**config.mk**
```make
export PLATFORM = sky130hd
export DESIGN_NAME = clk_div_ramp_ctrl
export DESIGN_NICKNAME = d
export VERILOG_FILES = /design/src/rtl/clk_div_ramp_ctrl.sv
export SDC_FILE = /design/constraint.sdc
export NUM_CORES = 1
export LEC_CHECK = 0
export CAP_MARGIN = 20
export CORE_MARGIN = 3
export CORE_UTILIZATION = 55
export DETAILED_ROUTE_END_ITERATION = 8
export DONT_BUFFER_PORTS = 1
export GPL_TIMING_DRIVEN = 1
export HOLD_SLACK_MARGIN = 0.02
export PLACE_DENSITY = 0.72
export SKIP_CTS_REPAIR_TIMING = 1
export SKIP_LAST_GASP = 1
export SLEW_MARGIN = 10
export SYNTH_ARGS = -nofsm -noshare
export SYNTH_HDL_FRONTEND = slang
export SYNTH_SLANG_ARGS = --single-unit
```
**constraint.sdc**
```tcl
create_clock -name clk_i -period 4.39 [get_ports clk_i]
set_input_delay 0.6585 -clock clk_i [delete_from_list [all_inputs] [get_ports clk_i]]
set_output_delay 0.6585 -clock clk_i [all_outputs]
set_load 0.05 [all_outputs]
```
**src/rtl/clk_div_ramp_ctrl.sv**
```systemverilog
// Round-robin request arbiter and unit-step ramp sequencer in front of the
// integer clock divider's div/div_valid/div_ready handshake. Each intermediate
// ratio is held for dwell_i cycles so load current changes gradually.
module clk_div_ramp_ctrl #(
    parameter int unsigned NUM_REQ         = 2,
    parameter int unsigned DIV_VALUE_WIDTH = 4,
    parameter int unsigned DWELL_WIDTH     = 8,
    parameter int unsigned RESET_DIV       = 1,
    localparam int unsigned GRANT_W        = (NUM_REQ > 1) ? $clog2(NUM_REQ) : 1
) (
    input  logic                                 clk_i,
    input  logic                                 rst_ni,
    input  logic [NUM_REQ-1:0]                   req_valid_i,
    input  logic [NUM_REQ*DIV_VALUE_WIDTH-1:0]   req_div_i,
    output logic [NUM_REQ-1:0]                   req_ready_o,
    input  logic [DWELL_WIDTH-1:0]               dwell_i,
    output logic [DIV_VALUE_WIDTH-1:0]           div_o,
    output logic                                 div_valid_o,
    input  logic                                 div_ready_i,
    output logic [DIV_VALUE_WIDTH-1:0]           cur_div_o,
    output logic                                 busy_o,
    output logic                                 done_o,
    output logic [GRANT_W-1:0]                   grant_id_o
);

    // A ratio of 0 is meaningless to the divider; it is treated as 1.
    localparam logic [DIV_VALUE_WIDTH-1:0] RESET_DIV_N =
        (RESET_DIV == 0) ? DIV_VALUE_WIDTH'(1) : DIV_VALUE_WIDTH'(RESET_DIV);

    typedef enum logic [1:0] {
        IDLE,
        STEP,
        DWELL,
        DONE
    } state_e;

    state_e                     state_q, state_d;
    logic [DIV_VALUE_WIDTH-1:0] cur_div_q;
    logic [DIV_VALUE_WIDTH-1:0] tgt_q;
    logic [DWELL_WIDTH-1:0]     cnt_q;
    logic [GRANT_W-1:0]         rr_ptr_q;
    logic [GRANT_W-1:0]         grant_id_q;

    logic                       found;
    logic [GRANT_W-1:0]         winner;
    logic [GRANT_W-1:0]         rr_next;
    logic [DIV_VALUE_WIDTH-1:0] sel_div;
    logic [DIV_VALUE_WIDTH-1:0] acc_tgt;
    logic [DIV_VALUE_WIDTH-1:0] step_div;
    logic                       accept;
    logic                       handshake;

    // Round-robin search: first pass covers rr_ptr_q..NUM_REQ-1, second pass
    // falls back to the lowest index, which is the wrapped continuation.
    always_comb begin
        found   = 1'b0;
        winner  = '0;
        sel_div = '0;
        for (int unsigned i = 0; i < NUM_REQ; i++) begin
            if (!found && req_valid_i[i] && (GRANT_W'(i) >= rr_ptr_q)) begin
                found  = 1'b1;
                winner = GRANT_W'(i);
            end
        end
        for (int unsigned i = 0; i < NUM_REQ; i++) begin
            if (!found && req_valid_i[i]) begin
                found  = 1'b1;
                winner = GRANT_W'(i);
            end
        end
        for (int unsigned i = 0; i < NUM_REQ; i++) begin
            if (GRANT_W'(i) == winner) begin
                sel_div = req_div_i[i*DIV_VALUE_WIDTH +: DIV_VALUE_WIDTH];
            end
        end
        acc_tgt = (sel_div == '0) ? DIV_VALUE_WIDTH'(1) : sel_div;
        rr_next = (winner == GRANT_W'(NUM_REQ - 1)) ? '0 : winner + 1'b1;
    end

    // Next-state and handshake outputs; the step ratio always moves one unit
    // toward the latched target, so it cannot leave 1..2^W-1.
    always_comb begin
        state_d     = state_q;
        req_ready_o = '0;
        div_valid_o = 1'b0;
        div_o       = cur_div_q;
        accept      = 1'b0;
        handshake   = 1'b0;
        step_div    = (tgt_q > cur_div_q) ? cur_div_q + 1'b1 : cur_div_q - 1'b1;
        case (state_q)
            IDLE: begin
                if (found) begin
                    accept = 1'b1;
                    for (int unsigned i = 0; i < NUM_REQ; i++) begin
                        req_ready_o[i] = (GRANT_W'(i) == winner);
                    end
                    state_d = (acc_tgt == cur_div_q) ? DONE : STEP;
                end
            end
            STEP: begin
                div_valid_o = 1'b1;
                div_o       = step_div;
                if (div_ready_i) begin
                    handshake = 1'b1;
                    if (step_div == tgt_q) begin
                        state_d = DONE;
                    end else if (dwell_i == '0) begin
                        state_d = STEP;
                    end else begin
                        state_d = DWELL;
                    end
                end
            end
            DWELL: begin
                if (cnt_q == '0) begin
                    state_d = STEP;
                end
            end
            DONE: begin
                state_d = IDLE;
            end
            default: begin
                state_d = IDLE;
            end
        endcase
    end

    // State register.
    always_ff @(posedge clk_i or negedge rst_ni) begin
        if (!rst_ni) begin
            state_q <= IDLE;
        end else begin
            state_q <= state_d;
        end
    end

    // Grant bookkeeping, accepted ratio and dwell countdown.
    always_ff @(posedge clk_i or negedge rst_ni) begin
        if (!rst_ni) begin
            cur_div_q  <= RESET_DIV_N;
            tgt_q      <= RESET_DIV_N;
            cnt_q      <= '0;
            rr_ptr_q   <= '0;
            grant_id_q <= '0;
        end else begin
            if (accept) begin
                tgt_q      <= acc_tgt;
                grant_id_q <= winner;
                rr_ptr_q   <= rr_next;
            end
            if (handshake) begin
                cur_div_q <= step_div;
                cnt_q     <= dwell_i - 1'b1;
            end else if ((state_q == DWELL) && (cnt_q != '0)) begin
                cnt_q <= cnt_q - 1'b1;
            end
        end
    end

    assign cur_div_o  = cur_div_q;
    assign busy_o     = (state_q != IDLE);
    assign done_o     = (state_q == DONE);
    assign grant_id_o = grant_id_q;

endmodule

```
==> results.yml <==
sta:
  tightest_slew_ns: 1.08
  setup_tns_ns: 0
  rsz0062_at_grt: "no"
  finClkSkew_ns: 0.00413
  fin_crit_ns: 3.99
  slew_violations: 0
  setup_violations: 0
  max_freq_ghz: 0.251
  slew_headroom_pct: 27.3
  hold_violations: 0
  fin_crit_sh_pct: 90.9
worst_setup_path:
  reg2reg_slack_ns: 1.06
  cp-end-kind: "output pin"
  crit_path_top_delay_cell: "dfrtp_1"
  critical_path.top_delay_family: "compound AO/OA/AOI/OAI gates"
  crit_path_end: "div_o[3]"
  critPathMaxFanout: 7
  max_stage_delay_ns: 0.34
  crit_start: "cur_div_o[1]"
  cp_data_required_time_ns: 3.73
  cp_num_cells: 14
  critPathKind: "reg2out"
  rr_startpoint: "cur_div_o[1]"
  cp_num_buf_inv: 4
  r2r-end: "state_q[0]"
  worst_ep_arrival_time_ns: 3.33
  start_kind: "flop"
  crit_chain: "buf_4 -> inv_1 -> ha_1 -> nor2b_1 -> o211ai_1 -> a21oi_1 -> inv_1 -> ha_1 -> a21o_1 -> a21oi_1 -> xnor2_1 -> xnor2_1 -> o21ai_1 -> buf_4"
  ff2ff_path_depth: 14
grt:
  grt_max_degree: 21
  overflow: 0
  grt_pass1_wl_um: 5790
  antenna_found_initial: 0
  grt_pass1_vias: 1288
  grt_usage_pct: 21.1
cts:
  clk_pin_slew_ns: 0.12
  root_buffer: "clkbuf_4"
  cts_made_buffers: 3
  clock-sinks: 20
  cts_max_level: 1
  clockBufferDepth: 2
  clock_latency_ns: 0.30
  cts_tree: "yes"
synth:
  synthFlopType: "dfrtp_1"
  synth.top_cell.area_share_pct: 28.1
  seq_area_frac_synth_pct: 31.4
  synthCells: 179
  yosysTopAreaCell: "dfrtp_1"
  async_reset_ff_share_pct: 100
  yosys_register_bits: 20
  synth_nets: 208
  synth_common_cells: "dfrtp_1, nor2_1, nand2_1, xnor2_1, a21oi_1"
  synth_edf_count: 0
  synth.distinct_cells: 48
  avgSynthCellArea_um2: 8.95
  synth_area_um2: 1600
  ys_warn_count: 0
  netlist_top_cells_area: "dfrtp_1, xnor2_1, ha_1"
drt:
  wl_per_cell_um: 16.8
  drt-pass1-iter-count: 4
  vias_per_cell: 6.19
  drt_wl_total_um: 3590
  via_count: 1324
  drtIter0Drc: 74
  ant_nets: 0
  drc: 0
placed_design:
  port_buffers: 0
  dp_hpwl_um: 2790
  globalplace.congestion: 0.851
floorplanning:
  initial_utilization_pct: 61.3
  io_pins: 35
  num_rows: 18
  design.die.area_um2: 3600
  core_area_um2: 2610
  fp.dieH_um: 60.0
  die_w_um: 60.0
layout:
  post-route-util_pct: 65.4
  nets: 214
  multiInputGateArea_um2: 1030
  seq_area_um2: 503
  antennaDiodeCount: 0
  syn2layout_area_growth_pct: 6.64
  fillers: 238
  final_layout_size_suffix_gt1_share_pct: 12.5
status:
  status: "completed"
run:
  max_cap_viol_count: 0
min_path:
  hold_path.class: "in2async"
==> metal layers <==
metal  up-vias  part of all wire [%]  GRT usage [%]
met4         0                  0.39           4.43
li1        647                     -              -
met5         -                     0              0
met2        71                    42           31.6
met3         4                   8.9           6.48
met1       602                    48           30.1
==> cells by family after synthesis <==
logic type | synth area share (%)
and+or+nand+nor | 21.9
AOI/OAI and AO/OA | 17.3
xor gates and xnor gates | 10.9
DFF | 31.4
buffers and inverters | 4.53
muxes | 7.27
adders and majority gates | 6.72
==> area by class of cell <==
cell class	instances	share of cell area [%]
Timing Repair Buffer	7	3.22
Sequential cell	20	29.5
Inverter	9	1.98
Clock inverter	1	1.76
Clock buffer	3	1.32
Multi-Input combinational cell	144	60.1
Tap cell	30	2.20
==> stage by stage <==
step,cells,hold slack [ns],instance area [µm²],worst slack [ns]
after floorplan,179,0.363,1600,0.0542
after global placement,209,0.363,1650,0.939
final,214,0.176,1710,0.400
after global routing,214,0.154,1710,0.210
after detailed placement,209,0.363,1650,0.801
after CTS,213,0.0210,1700,0.451
==> sequential cells by signal, summed over array words and instances (netlist names) <==
signal,cells
cnt_q,8
cur_div_o,4
tgt_q,4
state_q,2
grant_id_o,1
rr_ptr_q,1
==> placed cells by master, fill, tap and decap left out, drive strengths merged, types with 2 or more instances in the layout <==
cell,count
a31oi,2
inv,9
mux2i,8
nand2,17
o21ai,12
nor3,11
a21oi,13
o2111ai,2
xnor2,17
and2,2
nor4,5
and3,2
ha,7
a21o,3
xor2,3
buf,6
nand2b,2
dfrtp,18
nor2,18
dfstp,2
clkbuf,3
==> worst reg2reg max path, cell delays in order, from the launching register on <==
cell and delay [ns]:
dfrtp_1 0.34, buf_4 0.25, inv_1 0.12, ha_1 0.32
nor2b_1 0.13, o211ai_1 0.10, a21oi_1 0.31, inv_1 0.12
ha_1 0.31, a21o_1 0.16, a21oi_1 0.17, xnor2_1 0.10
xnor2_1 0.30, mux2i_1 0.31, a41oi_1 0.15
==> worst min-delay path by stage <==
| stage | startpoint | endpoint | slack, ns | depth (start not counted) |
|---|---|---|---|---|
| after global placement | rst_ni | cur_div_o[3] | 0.36 | 0 |
| after CTS | rst_ni | cur_div_o[3] | 0.02 | 0 |
| after floorplan | rst_ni | cnt_q[0] | 0.36 | 0 |
| final | rst_ni | cur_div_o[0] | 0.18 | 0 |
| after detailed placement | rst_ni | cur_div_o[3] | 0.36 | 0 |
| after global routing | rst_ni | cur_div_o[0] | 0.15 | 0 |
Power is left out: the tool's default activity adds up to more than one toggle a clock period on the data nets, which glitch-free logic cannot reach.
